**config.mk**
```make
export PLATFORM = sky130hd
export DESIGN_NAME = alu_mul_seq
export DESIGN_NICKNAME = d
export VERILOG_FILES = /design/src/rtl/alu_mul_seq.sv
export SDC_FILE = /design/constraint.sdc
export NUM_CORES = 1
export LEC_CHECK = 0
export BUFFER_PORTS_ARGS = -buffer_cell sky130_fd_sc_hd__buf_2
export CORE_UTILIZATION = 25
export CTS_BUF_LIST = sky130_fd_sc_hd__clkbuf_16
export CTS_CLUSTER_SIZE = 14
export DETAILED_ROUTE_END_ITERATION = 6
export GPL_TIMING_DRIVEN = 0
export SLEW_MARGIN = 30
export SYNTH_ARGS = -nofsm -noshare
export SYNTH_HDL_FRONTEND = slang
export SYNTH_SLANG_ARGS = --single-unit
```
**constraint.sdc**
```tcl
create_clock -name clk -period 2.34 [get_ports clk]
set_input_delay 0.468 -clock clk [delete_from_list [all_inputs] [get_ports clk]]
set_output_delay 0.468 -clock clk [all_outputs]
set_load 0.005 [all_outputs]
```
**src/rtl/alu_mul_seq.sv**
```systemverilog
// Shift-and-add multiplier sequencer that borrows the execute-stage ALU.
// Optional carry/overflow flag: define ALU_MUL_OVF_EN to add the ovf port.
module alu_mul_seq #(
    parameter int W   = 8,
    parameter int Ops = 3
) (
    input  logic           clk,
    input  logic           reset,
    input  logic           start,
    input  logic [W-1:0]   a_in,
    input  logic [W-1:0]   b_in,
    output logic           busy,
    output logic           done,
    output logic [W-1:0]   result,
    output logic [W-1:0]   alu_a,
    output logic [W-1:0]   alu_b,
    output logic [Ops-1:0] alu_op,
    input  logic [W-1:0]   alu_out,
    input  logic           alu_zero,
    input  logic           alu_sign
`ifdef ALU_MUL_OVF_EN
    ,
    output logic           ovf
`endif
);

    localparam logic [Ops-1:0] OP_ADD = Ops'(0);
    localparam logic [Ops-1:0] OP_SHR = Ops'(1);
    localparam logic [Ops-1:0] OP_SHL = Ops'(2);

    typedef enum logic [2:0] {
        S_IDLE,
        S_ADD,
        S_SHL,
        S_SHR,
        S_DONE
    } state_t;

    state_t         state_q, state_d;
    logic [W-1:0]   acc_q, acc_d;
    logic [W-1:0]   mcand_q, mcand_d;
    logic [W-1:0]   mplier_q, mplier_d;
    logic [W-1:0]   result_q, result_d;
    logic [W-1:0]   alu_a_q, alu_a_d;
    logic [W-1:0]   alu_b_q, alu_b_d;
    logic [Ops-1:0] alu_op_q, alu_op_d;
    logic           busy_q, busy_d;
    logic           done_q, done_d;
    logic           load;

`ifdef ALU_MUL_OVF_EN
    logic           ovf_q, ovf_d;
    logic           lost_msb_q, lost_msb_d;
`endif

    always_comb begin
        state_d  = state_q;
        acc_d    = acc_q;
        mcand_d  = mcand_q;
        mplier_d = mplier_q;
        load     = start && (state_q == S_IDLE || state_q == S_DONE);

        unique case (state_q)
            S_ADD: begin
                acc_d   = alu_out;
                state_d = S_SHL;
            end
            S_SHL: begin
                mcand_d = alu_out;
                state_d = S_SHR;
            end
            S_SHR: begin
                mplier_d = alu_out;
                if (alu_zero)      state_d = S_DONE;
                else if (alu_sign) state_d = S_ADD;
                else               state_d = S_SHL;
            end
            default: state_d = S_IDLE;
        endcase

        if (load) begin
            acc_d    = '0;
            mcand_d  = a_in;
            mplier_d = b_in;
            if (b_in == '0)  state_d = S_DONE;
            else if (b_in[0]) state_d = S_ADD;
            else             state_d = S_SHL;
        end
    end

    // ALU drive is registered from the next-state view so it is valid
    // for the whole cycle the FSM sits in the matching state.
    always_comb begin
        alu_op_d = OP_ADD;
        alu_a_d  = '0;
        alu_b_d  = '0;
        unique case (state_d)
            S_ADD: begin
                alu_a_d = acc_d;
                alu_b_d = mcand_d;
            end
            S_SHL: begin
                alu_op_d = OP_SHL;
                alu_a_d  = mcand_d;
                alu_b_d  = W'(1);
            end
            S_SHR: begin
                alu_op_d = OP_SHR;
                alu_a_d  = mplier_d;
                alu_b_d  = W'(1);
            end
            default: ;
        endcase
        busy_d   = (state_d == S_ADD) || (state_d == S_SHL)
                || (state_d == S_SHR);
        done_d   = (state_d == S_DONE);
        result_d = done_d ? acc_d : result_q;
    end

`ifdef ALU_MUL_OVF_EN
    always_comb begin
        lost_msb_d = lost_msb_q;
        ovf_d      = ovf_q;
        if (state_q == S_SHL && mcand_q[W-1]) lost_msb_d = 1'b1;
        if (state_q == S_ADD && (alu_out < acc_q || lost_msb_q)) ovf_d = 1'b1;
        if (load) begin
            lost_msb_d = 1'b0;
            ovf_d      = 1'b0;
        end
    end
`endif

    always_ff @(posedge clk) begin
        if (reset) begin
            state_q    <= S_IDLE;
            acc_q      <= '0;
            mcand_q    <= '0;
            mplier_q   <= '0;
            result_q   <= '0;
            alu_a_q    <= '0;
            alu_b_q    <= '0;
            alu_op_q   <= OP_ADD;
            busy_q     <= 1'b0;
            done_q     <= 1'b0;
`ifdef ALU_MUL_OVF_EN
            ovf_q      <= 1'b0;
            lost_msb_q <= 1'b0;
`endif
        end else begin
            state_q    <= state_d;
            acc_q      <= acc_d;
            mcand_q    <= mcand_d;
            mplier_q   <= mplier_d;
            result_q   <= result_d;
            alu_a_q    <= alu_a_d;
            alu_b_q    <= alu_b_d;
            alu_op_q   <= alu_op_d;
            busy_q     <= busy_d;
            done_q     <= done_d;
`ifdef ALU_MUL_OVF_EN
            ovf_q      <= ovf_d;
            lost_msb_q <= lost_msb_d;
`endif
        end
    end

    assign busy   = busy_q;
    assign done   = done_q;
    assign result = result_q;
    assign alu_a  = alu_a_q;
    assign alu_b  = alu_b_q;
    assign alu_op = alu_op_q;
`ifdef ALU_MUL_OVF_EN
    assign ovf    = ovf_q;
`endif

endmodule

```
### Word level (Yosys, flattened, before mapping)

Index checks and enable logic that the tools add are counted.

| storage, ports and cells | value |
|---|---|
| register bits after elaboration | 56 |
| bits in latches | 0 |
| memory bits (writable) | 0 |
| ROM bits | 0 |
| bits of input ports | 29 |
| output and inout bits | 29 |
| word-level logic and storage cells | 40 |
| memories | 0 |

| cells by class | value |
|---|---|
| add/sub/neg operators | 0 |
| multipliers | 0 |
| divide/modulo/power cells | 0 |
| $lt $le $gt $ge | 0 |
| equal/unequal tests | 8 |
| shift operators | 0 |
| mux-type cells | 15 |
| bitwise logic cells | 0 |
| reductions and logical operators | 7 |

Operators with widths:

| operator | number |
|---|---|
| $mux 8 | 6 |
| $pmux 8 s3 | 1 |
| $pmux 8 s2 | 1 |
| $eq 3x2->1 const B | 4 |
| $mux 3 | 3 |
| $pmux 3 s3 | 1 |
| $logic_not 8->1 | 1 |
| $eq 3x1->1 const B | 2 |
| $eq 3x3->1 const B | 2 |
| $mux 2 | 2 |
| $pmux 2 s2 | 1 |
| $logic_not 3->1 | 1 |
| $logic_or 1x1->1 | 3 |
| $reduce_or 2->1 | 1 |
| $logic_and 1x1->1 | 1 |

### Depth between registers and ports, before layout

| depth | value |
|---|---|
| depth after elaboration | 7 |
| gate-level depth with buffers | 7 |

### Least setup slack after synthesis

OpenSTA, ideal clock, no wires.

| path | value |
|---|---|
| kind | input to register |
| from | input b_in[0] |
| to | register result_q[0], in the netlist result[0] |
| arrival | 1.579 ns |
| setup slack | 0.633 ns |
| stages on the path | 5 |
| path through | nor4_1 a32oi_2 buf_2 a21oi_1 nor2_1 |

| between the ends | value |
|---|---|
| word-level cells in the longest chain between the ends | 4 |
| elaborated cells between the ends (all ways) | 5 |
| classes of those cells | eq/ne (1); mux (3); reduce/logical (1) |

Ends and longest elaborated chain:

| item | RTL line | text |
|---|---|---|
| start: declaration | 11 | `input logic [W-1:0] b_in,` |
| $logic_not 8->1 / $mux 2 (equally long branches) | 85, 86 |  |
| $mux 3 * | 85 | `if (b_in == '0) state_d = S_DONE;` |
| $mux 3 * | 81 | `if (load) begin` |
| $eq 3x3->1 * | 116 | `done_d = (state_d == S_DONE);` |
| end signal: assignment | 154 | `result_q <= result_d;` |
| end: declaration | 43 | `logic [W-1:0] result_q, result_d;` |

Every way passes the cells marked *; elsewhere a longest branch is shown, timed or not.
A chain may end at the register's enable or synchronous reset.

### Worst setup path in the final report

| path | value |
|---|---|
| from | input b_in[4] |
| to | register result_q[7], in the netlist result[7] |

| between the ends | value |
|---|---|
| word-level cells in the longest chain between the ends | 4 |

Ends and longest elaborated chain:

| item | RTL line |
|---|---|
| $logic_not 8->1 | 85 |
| $mux 3 | 85 |
| $mux 3 | 81 |
| $eq 3x3->1 | 116 |

No other way between the ends.

==> metrics <==
status=finished with violations; Root Driver=clkbuf_16; vias in the first global route=2239; critical-path maximum fanout=10; ys async rst share=0%; Skew-Pair Late Insertion Delay=0.29 ns; drt pass-1 iters=7; slew margin rel.=38.9%; CTS max path bufs=2; Multi-input gate area=1090 um^2; Netlist cell types=40; CTS tree=yes; dpl cells=447; CP startpoint kind=primary input; post-synth net total=312; post-route antenna net violation count=0; Routed WL per cell=14.6 um; Synth area leaders=dfxtp_1, nor2_1, a21oi_1; fillers=973; Vias=2252; gate count after technology mapping=283; Reg area=1100 um^2; Clock Sinks=55; dpl ws=-0.0277 ns; Crit. End Element=register; VDD IR max=408 uV; Final setup viols=0; worst endpoint required time=2.50 ns; die area=9640 um^2; Hold Crit Class=in2reg; Seq/Total Area, Yosys=47.6%; Via density=4.95; Static Leak=1.30 nW; violated checks=design-rule violations; actual slew at the worst max-slew pin=0.908 ns; flops & latches, synth=55; first-pass GRT wire length=11000 um; P&R area growth vs syn=24.1%; Starting Density=26.1%; Hold Crit Start=alu_out[2]; Num CTS Buffers=5; top-count cell post-synth=dfxtp_1; PostCTS Resize Cnt=0; Core Box Area=8850 um^2; post-route insts no fill=455; period utilization=91.1%; worst r2r src=state_q[1]; Worst EP arrival=2.29 ns; Final WS setup=0.208 ns; Critical path origin=b_in[4]; Antenna Cells=0; Max Cap Violations=0; syn avg cell area=8.17 um^2; PwrDens=772 nW/um^2; GP Congestion=0.825; Yosys top cell area share=47.6%; Max Slew Vio Count=0; post-synth top area cell=dfxtp_1; Reg clk slew, reported paths=0.07 ns; chip width=98.2 um; Post-synth EDFFs=0; H-tree levels=2; hold buffers post-CTS=0; Hold Violations, Final=0; Ys Warns=0; post-CTS repair timing setup buffer count=0; Residual DRC=3; I/O pin cnt=58; area of the mapped netlist=2310 um^2; total gr overflow=0; Setup Skew=0.00798 ns; Main synth FF type=dfxtp_1; crit path kind=in2reg; hpwl dp=5090 um; Tmin final=2.13 ns; Final #Nets=375; largest net degree at the start of global routing=17; layout cells sized above 1=22.5%; RSZ-0062 raised after global routing=no; Iteration-0 DRC Markers=171; top post-synthesis cells by count=dfxtp_1, nor2_1, nand2_1, a21oi_1, inv_1; initial antenna violation count=0; IO Port Bufs=56; Post-Route WL=6630 um; FP Rows=34; Fmax=469 MHz; die height=98.2 um; overall global routing resource usage=14.4%
==> cells in the final DEF, fill, tap and decap left out, types with 2 or more instances in the layout <==
master	Yosys	layout
clkbuf_16	0	5
and3_1	8	8
a221oi_1	7	7
o21ai_0	7	7
buf_2	8	64
o211ai_1	9	9
clkbuf_1	9	9
nor2_1	53	53
nor3_1	3	3
nor4_1	2	2
dfxtp_1	55	55
a22oi_1	8	8
nand2b_1	3	3
nand2_1	32	32
nor2b_1	10	10
a21oi_1	27	27
a311oi_1	6	6
inv_1	11	12
nand3_1	3	3
==> cells by family (layout without fill, tap and decap cells) <==
kind of cell | after synthesis | after routing | share of synthesized area [%]
AO/OA/AOI/OAI | 75 | 75 | 22.5
flip-flops | 55 | 55 | 47.6
other | 1 | 1 | 0.162
buffers and inverters | 30 | 94 | 5.46
AND/OR/NAND/NOR | 122 | 122 | 24.3
==> worst max-delay path, stage by stage <==
cell and delay (ns):
buf_2 0.11, nor4_1 0.79, a32oi_2 0.41, buf_2 0.31, a21oi_1 0.16, nor2_1 0.05
==> final cells by class <==
| class | count | area share [%] |
|---|---|---|
| multi-input cells | 198 | 37.8 |
| inverters | 11 | 1.44 |
| flip-flops and latches | 55 | 38.4 |
| plain buffers | 19 | 2.96 |
| well taps | 108 | 4.71 |
| repair buffers | 56 | 9.76 |
| clock buffers | 5 | 4.36 |
| clock inverters | 3 | 0.567 |
==> power breakdown <==
group	internal, W	total [W]	leakage (nW)	switching (W)
clock	0.000392	0.000721	0.0726	0.000329
combinational	0.000168	0.000453	0.774	0.000285
sequential	0.00101	0.00104	0.450	0.0000279
==> sequential cells by signal (all words and copies together) (netlist names) <==
signal,flops
mcand_q,8
mplier_q,8
done,1
result,8
state_q,3
alu_b,8
alu_op,2
busy,1
alu_a,8
acc_q,8
==> final timing paths <==
kind,cells past startpoint,slack [ns],end
setup / recovery,6,0.21,result[7]
hold / removal,3,0.47,mplier_q[2]
setup reg to reg,6,0.32,alu_b[7]
hold reg to reg,2,0.48,mplier_q[4]
==> layer usage <==
layer  part of all wire (%)  wire, um  track usage [%]  vias to the layer above
met2                     43      2850             21.9                       96
met5                      0         0                0                        -
li1                       -         -                -                     1107
met3                    8.4       560             2.51                        4
met1                     48      3180             20.8                     1045
met4                   0.60        40             4.13                        0
==> metrics by stage <==
step	TNS (ns)	utilization [%]	area (um^2)	total power [W]	hold slack, ns
5_1_grt	0	32.4	2870	0.00234	0.485
3_5_place_dp	-0.128	30.8	2730	0.00151	0.467
6_report	0	32.4	2870	0.00222	0.469
2_1_floorplan	0	-	2310	0.00136	0.448
3_3_place_gp	0	30.8	2730	0.00151	0.457
4_1_cts	0	32.4	2870	0.00223	0.468
(Power assumes the default switching activity.)
